$ cat config.mk
export PLATFORM = sky130hd
export DESIGN_NAME = layer_argmax_16
export DESIGN_NICKNAME = d
export VERILOG_FILES = /design/src/rtl/layer_argmax_16.sv
export SDC_FILE = /design/constraint.sdc
export NUM_CORES = 1
export LEC_CHECK = 0
export ABC_AREA = 1
export BUFFER_PORTS_ARGS = -buffer_cell sky130_fd_sc_hd__clkbuf_2
export CAP_MARGIN = 5
export CORE_MARGIN = 8
export CORE_UTILIZATION = 50
export DETAILED_ROUTE_END_ITERATION = 8
export HOLD_SLACK_MARGIN = 0.02
export PLACE_DENSITY = 0.75
export SLEW_MARGIN = 20
export SYNTH_ARGS = -nofsm -noshare
export SYNTH_HDL_FRONTEND = slang
export SYNTH_SLANG_ARGS = --single-unit
$ cat constraint.sdc
create_clock -name clk -period 1.85 [get_ports clk]
set_clock_uncertainty 0.15 [all_clocks]
set_input_delay 0.0925 -clock clk [delete_from_list [all_inputs] [get_ports clk]]
set_output_delay 0.0925 -clock clk [all_outputs]
set_load 0.005 [all_outputs]
$ cat src/rtl/layer_argmax_16.sv
// Argmax back-end for a layer output stream: consumes groups of N signed values
// over valid/ready and emits the index and value of the first maximum per group.
module layer_argmax_16 #(
  parameter  int T  = 16,
  parameter  int N  = 16,
  localparam int IW = $clog2(N)
) (
  input  logic                clk,
  input  logic                reset,
  input  logic                s_valid,
  output logic                s_ready,
  input  logic signed [T-1:0] data_in,
  output logic                m_valid,
  input  logic                m_ready,
  output logic [IW-1:0]       idx_out,
  output logic signed [T-1:0] max_out
);

  typedef enum logic {ACCUM, OUT} state_t;

  state_t              state_q;
  logic [IW-1:0]       cnt_q;
  logic [IW-1:0]       best_idx_q;
  logic signed [T-1:0] best_val_q;
  logic [IW-1:0]       idx_q;
  logic signed [T-1:0] max_q;

  logic                last;
  logic                take;
  logic [IW-1:0]       best_idx_d;
  logic signed [T-1:0] best_val_d;

  // Element 0 always seeds the running best; later ones must be strictly greater
  // so that ties keep the earliest index.
  always_comb begin
    last       = (cnt_q == IW'(N - 1));
    take       = (cnt_q == '0) || (data_in > best_val_q);
    best_idx_d = take ? cnt_q : best_idx_q;
    best_val_d = take ? data_in : best_val_q;
  end

  always_ff @(posedge clk or posedge reset) begin
    if (reset) begin
      state_q    <= ACCUM;
      cnt_q      <= '0;
      best_idx_q <= '0;
      best_val_q <= '0;
      idx_q      <= '0;
      max_q      <= '0;
    end else begin
      case (state_q)
        ACCUM: begin
          if (s_valid) begin
            best_idx_q <= best_idx_d;
            best_val_q <= best_val_d;
            if (last) begin
              idx_q   <= best_idx_d;
              max_q   <= best_val_d;
              cnt_q   <= '0;
              state_q <= OUT;
            end else begin
              cnt_q <= cnt_q + IW'(1);
            end
          end
        end
        OUT: begin
          if (m_ready) state_q <= ACCUM;
        end
        default: state_q <= ACCUM;
      endcase
    end
  end

  assign s_ready = (state_q == ACCUM) && !reset;
  assign m_valid = (state_q == OUT);
  assign idx_out = idx_q;
  assign max_out = max_q;

endmodule

==> report_table.html <==
<table>
<tr><th>Metric</th><th>Value</th></tr>
<tr><th colspan="2">Die</th></tr>
<tr><td>Overall die width</td><td>87.7 um</td></tr>
<tr><td>Height of the die</td><td>87.7 um</td></tr>
<tr><td>Die ar.</td><td>approximately 0.0077 mm^2</td></tr>
<tr><td>Initial core utilization</td><td>0.509</td></tr>
<tr><td>I/O pin cnt</td><td>42</td></tr>
<tr><td>Core area</td><td>a little over 0.005 mm^2</td></tr>
<tr><td># rows</td><td>26</td></tr>
<tr><th colspan="2">Power and ir drop</th></tr>
<tr><td>Clock network fraction of design power</td><td>0.110</td></tr>
<tr><td>Switching share of power</td><td>0.433</td></tr>
<tr><td>Worst ir drop on vdd</td><td>867 uV</td></tr>
<tr><td>Power per Cell Area</td><td>1740 mW/mm^2</td></tr>
<tr><td>Combinational fraction of design power</td><td>0.607</td></tr>
<tr><td>Cell leakage power</td><td>1.94 nW</td></tr>
<tr><td>NetSw</td><td>2.66 mW</td></tr>
<tr><td>Internal power contribution</td><td>3.48 mW</td></tr>
<tr><td>Sequential fraction of design power</td><td>0.283</td></tr>
<tr><th colspan="2">Synth</th></tr>
<tr><td>Distinct cells, synth</td><td>23</td></tr>
<tr><td>Area share of the leading cell type in the synthesized netlist</td><td>0.438</td></tr>
<tr><td>Total nets after synthesis</td><td>between 300 and 400</td></tr>
<tr><td>Largest cells by area after synthesis</td><td>sky130_fd_sc_hd__dfrtp_1, sky130_fd_sc_hd__nand2_1, sky130_fd_sc_hd__nand3_1, sky130_fd_sc_hd__ha_1, sky130_fd_sc_hd__inv_1</td></tr>
<tr><td>Flip-flop and latch count after synthesis</td><td>45</td></tr>
<tr><td>Most used flip-flop cell after synthesis</td><td>sky130_fd_sc_hd__dfrtp_1</td></tr>
<tr><td>Post-synthesis sequential area ratio</td><td>0.438</td></tr>
<tr><td>Post-synth EDFFs</td><td>0</td></tr>
<tr><td>Synth top cells by count</td><td>sky130_fd_sc_hd__nand2_1, sky130_fd_sc_hd__nand3_1, sky130_fd_sc_hd__inv_1</td></tr>
<tr><td>Async set-or-reset flop fraction in the synthesized netlist</td><td>1.00</td></tr>
<tr><td>YS warnings</td><td>0</td></tr>
<tr><td>Synth area leader</td><td>sky130_fd_sc_hd__dfrtp_1</td></tr>
<tr><td>Average size of a mapped cell</td><td>between 7 and 8 um^2</td></tr>
<tr><td>Cell area after synthesis</td><td>approximately 0.0026 mm^2</td></tr>
<tr><td>Synthesized instance count</td><td>about 340</td></tr>
<tr><td>Most frequently used cell type in the post-synthesis netlist</td><td>sky130_fd_sc_hd__nand2_1</td></tr>
<tr><th colspan="2">Final layout</th></tr>
<tr><td>Ratio of cells with drive above 1 in the final layout</td><td>0.325</td></tr>
<tr><td>Fin cells</td><td>488</td></tr>
<tr><td>Layout net count</td><td>roughly 460</td></tr>
<tr><td>Area growth, synth to finish</td><td>37.1%</td></tr>
<tr><td>Layout Cell Area excl Fill</td><td>0.00352 mm^2</td></tr>
<tr><td>Diodes inserted</td><td>0</td></tr>
<tr><th colspan="2">Detailed routing</th></tr>
<tr><td>DRT Wirelength</td><td>between 7000 and 8000 um</td></tr>
<tr><td>Drt initial violations</td><td>about 130</td></tr>
<tr><td>Routed length per instance</td><td>14.7 um</td></tr>
<tr><td>Antenna Violating Nets Remaining</td><td>0</td></tr>
<tr><td>Detailed-route via count</td><td>2,551</td></tr>
<tr><td>Vias per inst</td><td>about 5.2</td></tr>
<tr><td>Number of remaining DRC errors</td><td>0</td></tr>
<tr><td>Iteration count of the initial detailed-routing pass</td><td>4</td></tr>
<tr><th colspan="2">Status</th></tr>
<tr><td>Failing checks</td><td>setup timing</td></tr>
<tr><td>Run status</td><td>finished, violations left</td></tr>
<tr><th colspan="2">Worst hold path</th></tr>
<tr><td>Hold/Removal Path Class</td><td>in -&gt; reg</td></tr>
<tr><th colspan="2">Global routing</th></tr>
<tr><td>Via count of the first global-routing pass</td><td>2,543</td></tr>
<tr><td>Sum of overflow across all layers after global routing</td><td>0</td></tr>
<tr><td>First-pass GRT wire length</td><td>~11,000 um</td></tr>
<tr><td>Overall track demand over capacity in global routing</td><td>0.190</td></tr>
<tr><td>Number of antenna violations at the first check in global routing</td><td>0</td></tr>
<tr><td>Largest net degree at the start of global routing</td><td>between 40 and 50</td></tr>
<tr><th colspan="2">CTS</th></tr>
<tr><td>TritonCTS clock tree</td><td>yes</td></tr>
<tr><td>Clock network latency to the later pin of the worst-skew pair</td><td>~0.30 ns</td></tr>
<tr><td>Clk Tree Root Cell</td><td>sky130_fd_sc_hd__clkbuf_8</td></tr>
<tr><td>Max Buffers Root-to-Sink</td><td>2</td></tr>
<tr><td>CTS HTree Levels</td><td>2</td></tr>
<tr><td>Register clock-pin slew on the reported worst setup and hold paths</td><td>approximately 0.080 ns</td></tr>
<tr><td>Clock sinks</td><td>45</td></tr>
<tr><td>Clock buffer count from CTS</td><td>5</td></tr>
<tr><th colspan="2">Placement</th></tr>
<tr><td>PortBufs</td><td>between 40 and 50</td></tr>
<tr><td>Routability Congestion</td><td>between 0.8 and 0.9</td></tr>
<tr><td>Standard cell area after detailed placement</td><td>about 0.0031 mm^2</td></tr>
<tr><td>Placed insts</td><td>between 400 and 500</td></tr>
<tr><td>Placed wire-length estimate</td><td>between 4000 and 5000 um</td></tr>
<tr><th colspan="2">Setup path</th></tr>
<tr><td>Dominant delay contributor by cell family on the critical path</td><td>simple AND/OR/NAND/NOR gates</td></tr>
<tr><td>Cell-by-cell trace of the critical path</td><td>inv_2 -&gt; ha_4 -&gt; nand4_1 -&gt; nor3_4 -&gt; nand2_2 -&gt; nand2_2 -&gt; nand2_4 -&gt; nand3_4 -&gt; buf_6 -&gt; nand3_1 -&gt; nand3_1 -&gt; nand2_1</td></tr>
<tr><td>Crit path buffers/inverters</td><td>2</td></tr>
<tr><td>CP max stage cell</td><td>sky130_fd_sc_hd__dfrtp_1</td></tr>
<tr><td>Top fanout value on the critical path</td><td>9</td></tr>
<tr><td>Data arrival at the endpoint of the critical path</td><td>about 2.2 ns</td></tr>
<tr><td>Critical path class</td><td>reg -&gt; reg</td></tr>
<tr><td>CP Capture Type</td><td>flip-flop</td></tr>
<tr><td>Worst EP required</td><td>between 1.5 and 2 ns</td></tr>
<tr><td>Stage delay of the slowest cell on the critical path</td><td>approximately 0.38 ns</td></tr>
<tr><td>Sort of element at the start of the critical path</td><td>flip-flop</td></tr>
<tr><th colspan="2">Timing</th></tr>
<tr><td>Post-route fraction of the period consumed by the critical path</td><td>1.18</td></tr>
<tr><td>Achievable clock frequency</td><td>459 MHz</td></tr>
<tr><td>Final Worst Setup Slack</td><td>-0.330 ns</td></tr>
<tr><td>Unrepaired setup endpoints after global routing</td><td>yes</td></tr>
<tr><td>Setup Viol. Count Final</td><td>40</td></tr>
<tr><td>Worst-case headroom to the max-slew limit</td><td>0.617</td></tr>
<tr><td>Fin crit period</td><td>~2.2 ns</td></tr>
<tr><td>Count of final hold-check violations</td><td>0</td></tr>
<tr><td>Max Slew Vio Count</td><td>0</td></tr>
<tr><td>Least-Margin Pin Slew</td><td>approximately 0.57 ns</td></tr>
<tr><th colspan="2">Run</th></tr>
<tr><td>Number of max-capacitance violations reported</td><td>0</td></tr>
</table>
## path summary, 6_finish.rpt
path	from	endpoint	cells after the start	slack, ns
max in group asynchronous	reset	best_val_q[10]	4	0.83
min in group asynchronous	reset	best_val_q[8]	4	0.33
max	best_val_q[11]	idx_out[1]	12	-0.33
min reg2reg	max_out[2]	max_out[2]	2	0.33
max reg2reg	best_val_q[11]	idx_out[1]	12	-0.33
min	data_in[5]	max_out[5]	5	0.03
## through the flow
stage	setup WS [ns]	power (mW)	TNS (ns)	hold WS [ns]	util
final	-0.330	6.14	-12.12	0.0280	0.698
after global routing	-0.439	6.63	-16.50	0.0297	0.698
after CTS	-0.198	5.87	-7.03	0.0202	0.687
after detailed placement	-0.288	4.78	-10.71	0.116	0.608
after global placement	-0.214	4.68	-7.78	0.108	0.608
after floorplan	-0.0777	3.61	-1.89	0.0389	-
## worst register-to-register path, cell delays in order, from the launching register on
cell and delay, ns:
sky130_fd_sc_hd__dfrtp_1 0.38, sky130_fd_sc_hd__inv_2 0.06, sky130_fd_sc_hd__ha_4 0.28, sky130_fd_sc_hd__nand4_1 0.17
sky130_fd_sc_hd__nor3_4 0.23, sky130_fd_sc_hd__nand2_2 0.11, sky130_fd_sc_hd__nand2_2 0.09, sky130_fd_sc_hd__nand2_4 0.06
sky130_fd_sc_hd__nand3_4 0.11, sky130_fd_sc_hd__buf_6 0.17, sky130_fd_sc_hd__nand3_1 0.10, sky130_fd_sc_hd__nand3_1 0.10
sky130_fd_sc_hd__nand2_1 0.06
## what timing repair did
item,CTS,global route
hold buffers,10,0
endpoints found under the hold margin,61,0
gates cloned,0,0
setup endpoints to repair,40,40
pin swaps,10,3
resized for setup,36,9
buffers inserted,2,1
## cell type report
type | count | area [um^2]
Fill cell | 372 | 1520
Multi-Input combinational cell | 234 | 1430
Sequential cell | 45 | 1130
Timing Repair Buffer | 85 | 604
Inverter | 46 | 173
Clock buffer | 7 | 96.3
Tap cell | 70 | 87.6
Clock inverter | 1 | 5.00
## power groups by stage
stage | Sequential (mW) | Combinational (mW) | Clock [mW]
after floorplan | 1.71 | 1.91 | 0
after global placement | 1.71 | 2.96 | 0
after detailed placement | 1.72 | 3.05 | 0
after CTS | 1.73 | 3.46 | 0.680
after global routing | 1.79 | 4.11 | 0.727
final | 1.74 | 3.72 | 0.675
## sequential cells by signal, summed over array words and instances, names as in the netlist
register and cells:
best_idx_q 4, best_val_q 16, cnt_q 4, idx_out 4, m_valid 1, max_out 16
## routing by layer
| layer | part of all wire | track usage | vias up |
|---|---|---|---|
| met3 | 0.060 | 0.0347 | 27 |
| met5 | 0 | 0 | - |
| met4 | 0.034 | 0.114 | 0 |
| li1 | - | - | 1224 |
| met1 | 0.39 | 0.214 | 1203 |
| met2 | 0.52 | 0.326 | 97 |
## cell usage in the layout, fill, tap and decap left out
cell type,synthesis,routed
sky130_fd_sc_hd__inv_2,0,10
sky130_fd_sc_hd__nand4_1,3,3
sky130_fd_sc_hd__inv_1,46,35
sky130_fd_sc_hd__nand3_1,60,55
sky130_fd_sc_hd__a21o_1,1,1
sky130_fd_sc_hd__o21ai_1,1,1
sky130_fd_sc_hd__clkbuf_8,0,7
sky130_fd_sc_hd__buf_4,1,28
sky130_fd_sc_hd__a21oi_1,6,3
sky130_fd_sc_hd__o21ai_0,4,4
sky130_fd_sc_hd__clkinv_1,0,1
sky130_fd_sc_hd__clkinv_2,0,1
sky130_fd_sc_hd__nand2_8,0,1
sky130_fd_sc_hd__nand2_1,114,107
sky130_fd_sc_hd__nand3_2,2,6
sky130_fd_sc_hd__buf_8,0,1
sky130_fd_sc_hd__ha_1,18,7
sky130_fd_sc_hd__nand2_4,1,2
sky130_fd_sc_hd__nand3_4,0,1
sky130_fd_sc_hd__ha_4,0,11
sky130_fd_sc_hd__buf_12,0,2
sky130_fd_sc_hd__a21oi_2,1,4
sky130_fd_sc_hd__clkbuf_2,0,41
sky130_fd_sc_hd__dfrtp_1,45,45
sky130_fd_sc_hd__buf_6,1,3
sky130_fd_sc_hd__xor2_1,1,1
sky130_fd_sc_hd__nor4_1,1,1
sky130_fd_sc_hd__nand2_2,12,17
sky130_fd_sc_hd__dlygate4sd3_1,0,10
sky130_fd_sc_hd__nor2_1,8,8
sky130_fd_sc_hd__nor3_4,0,1
## cells by family (layout without fill, tap and decap cells)
kind of cell / after synthesis / in the layout / synth area share
xor+xnor: 1 / 1 / 0.00341
compound gates: 13 / 13 / 0.0278
simple gates: 202 / 202 / 0.350
fa+ha+maj: 18 / 18 / 0.0877
buf+inv: 59 / 139 / 0.0926
flops: 45 / 45 / 0.438
Note: power is estimated with default switching activity, not from simulation.
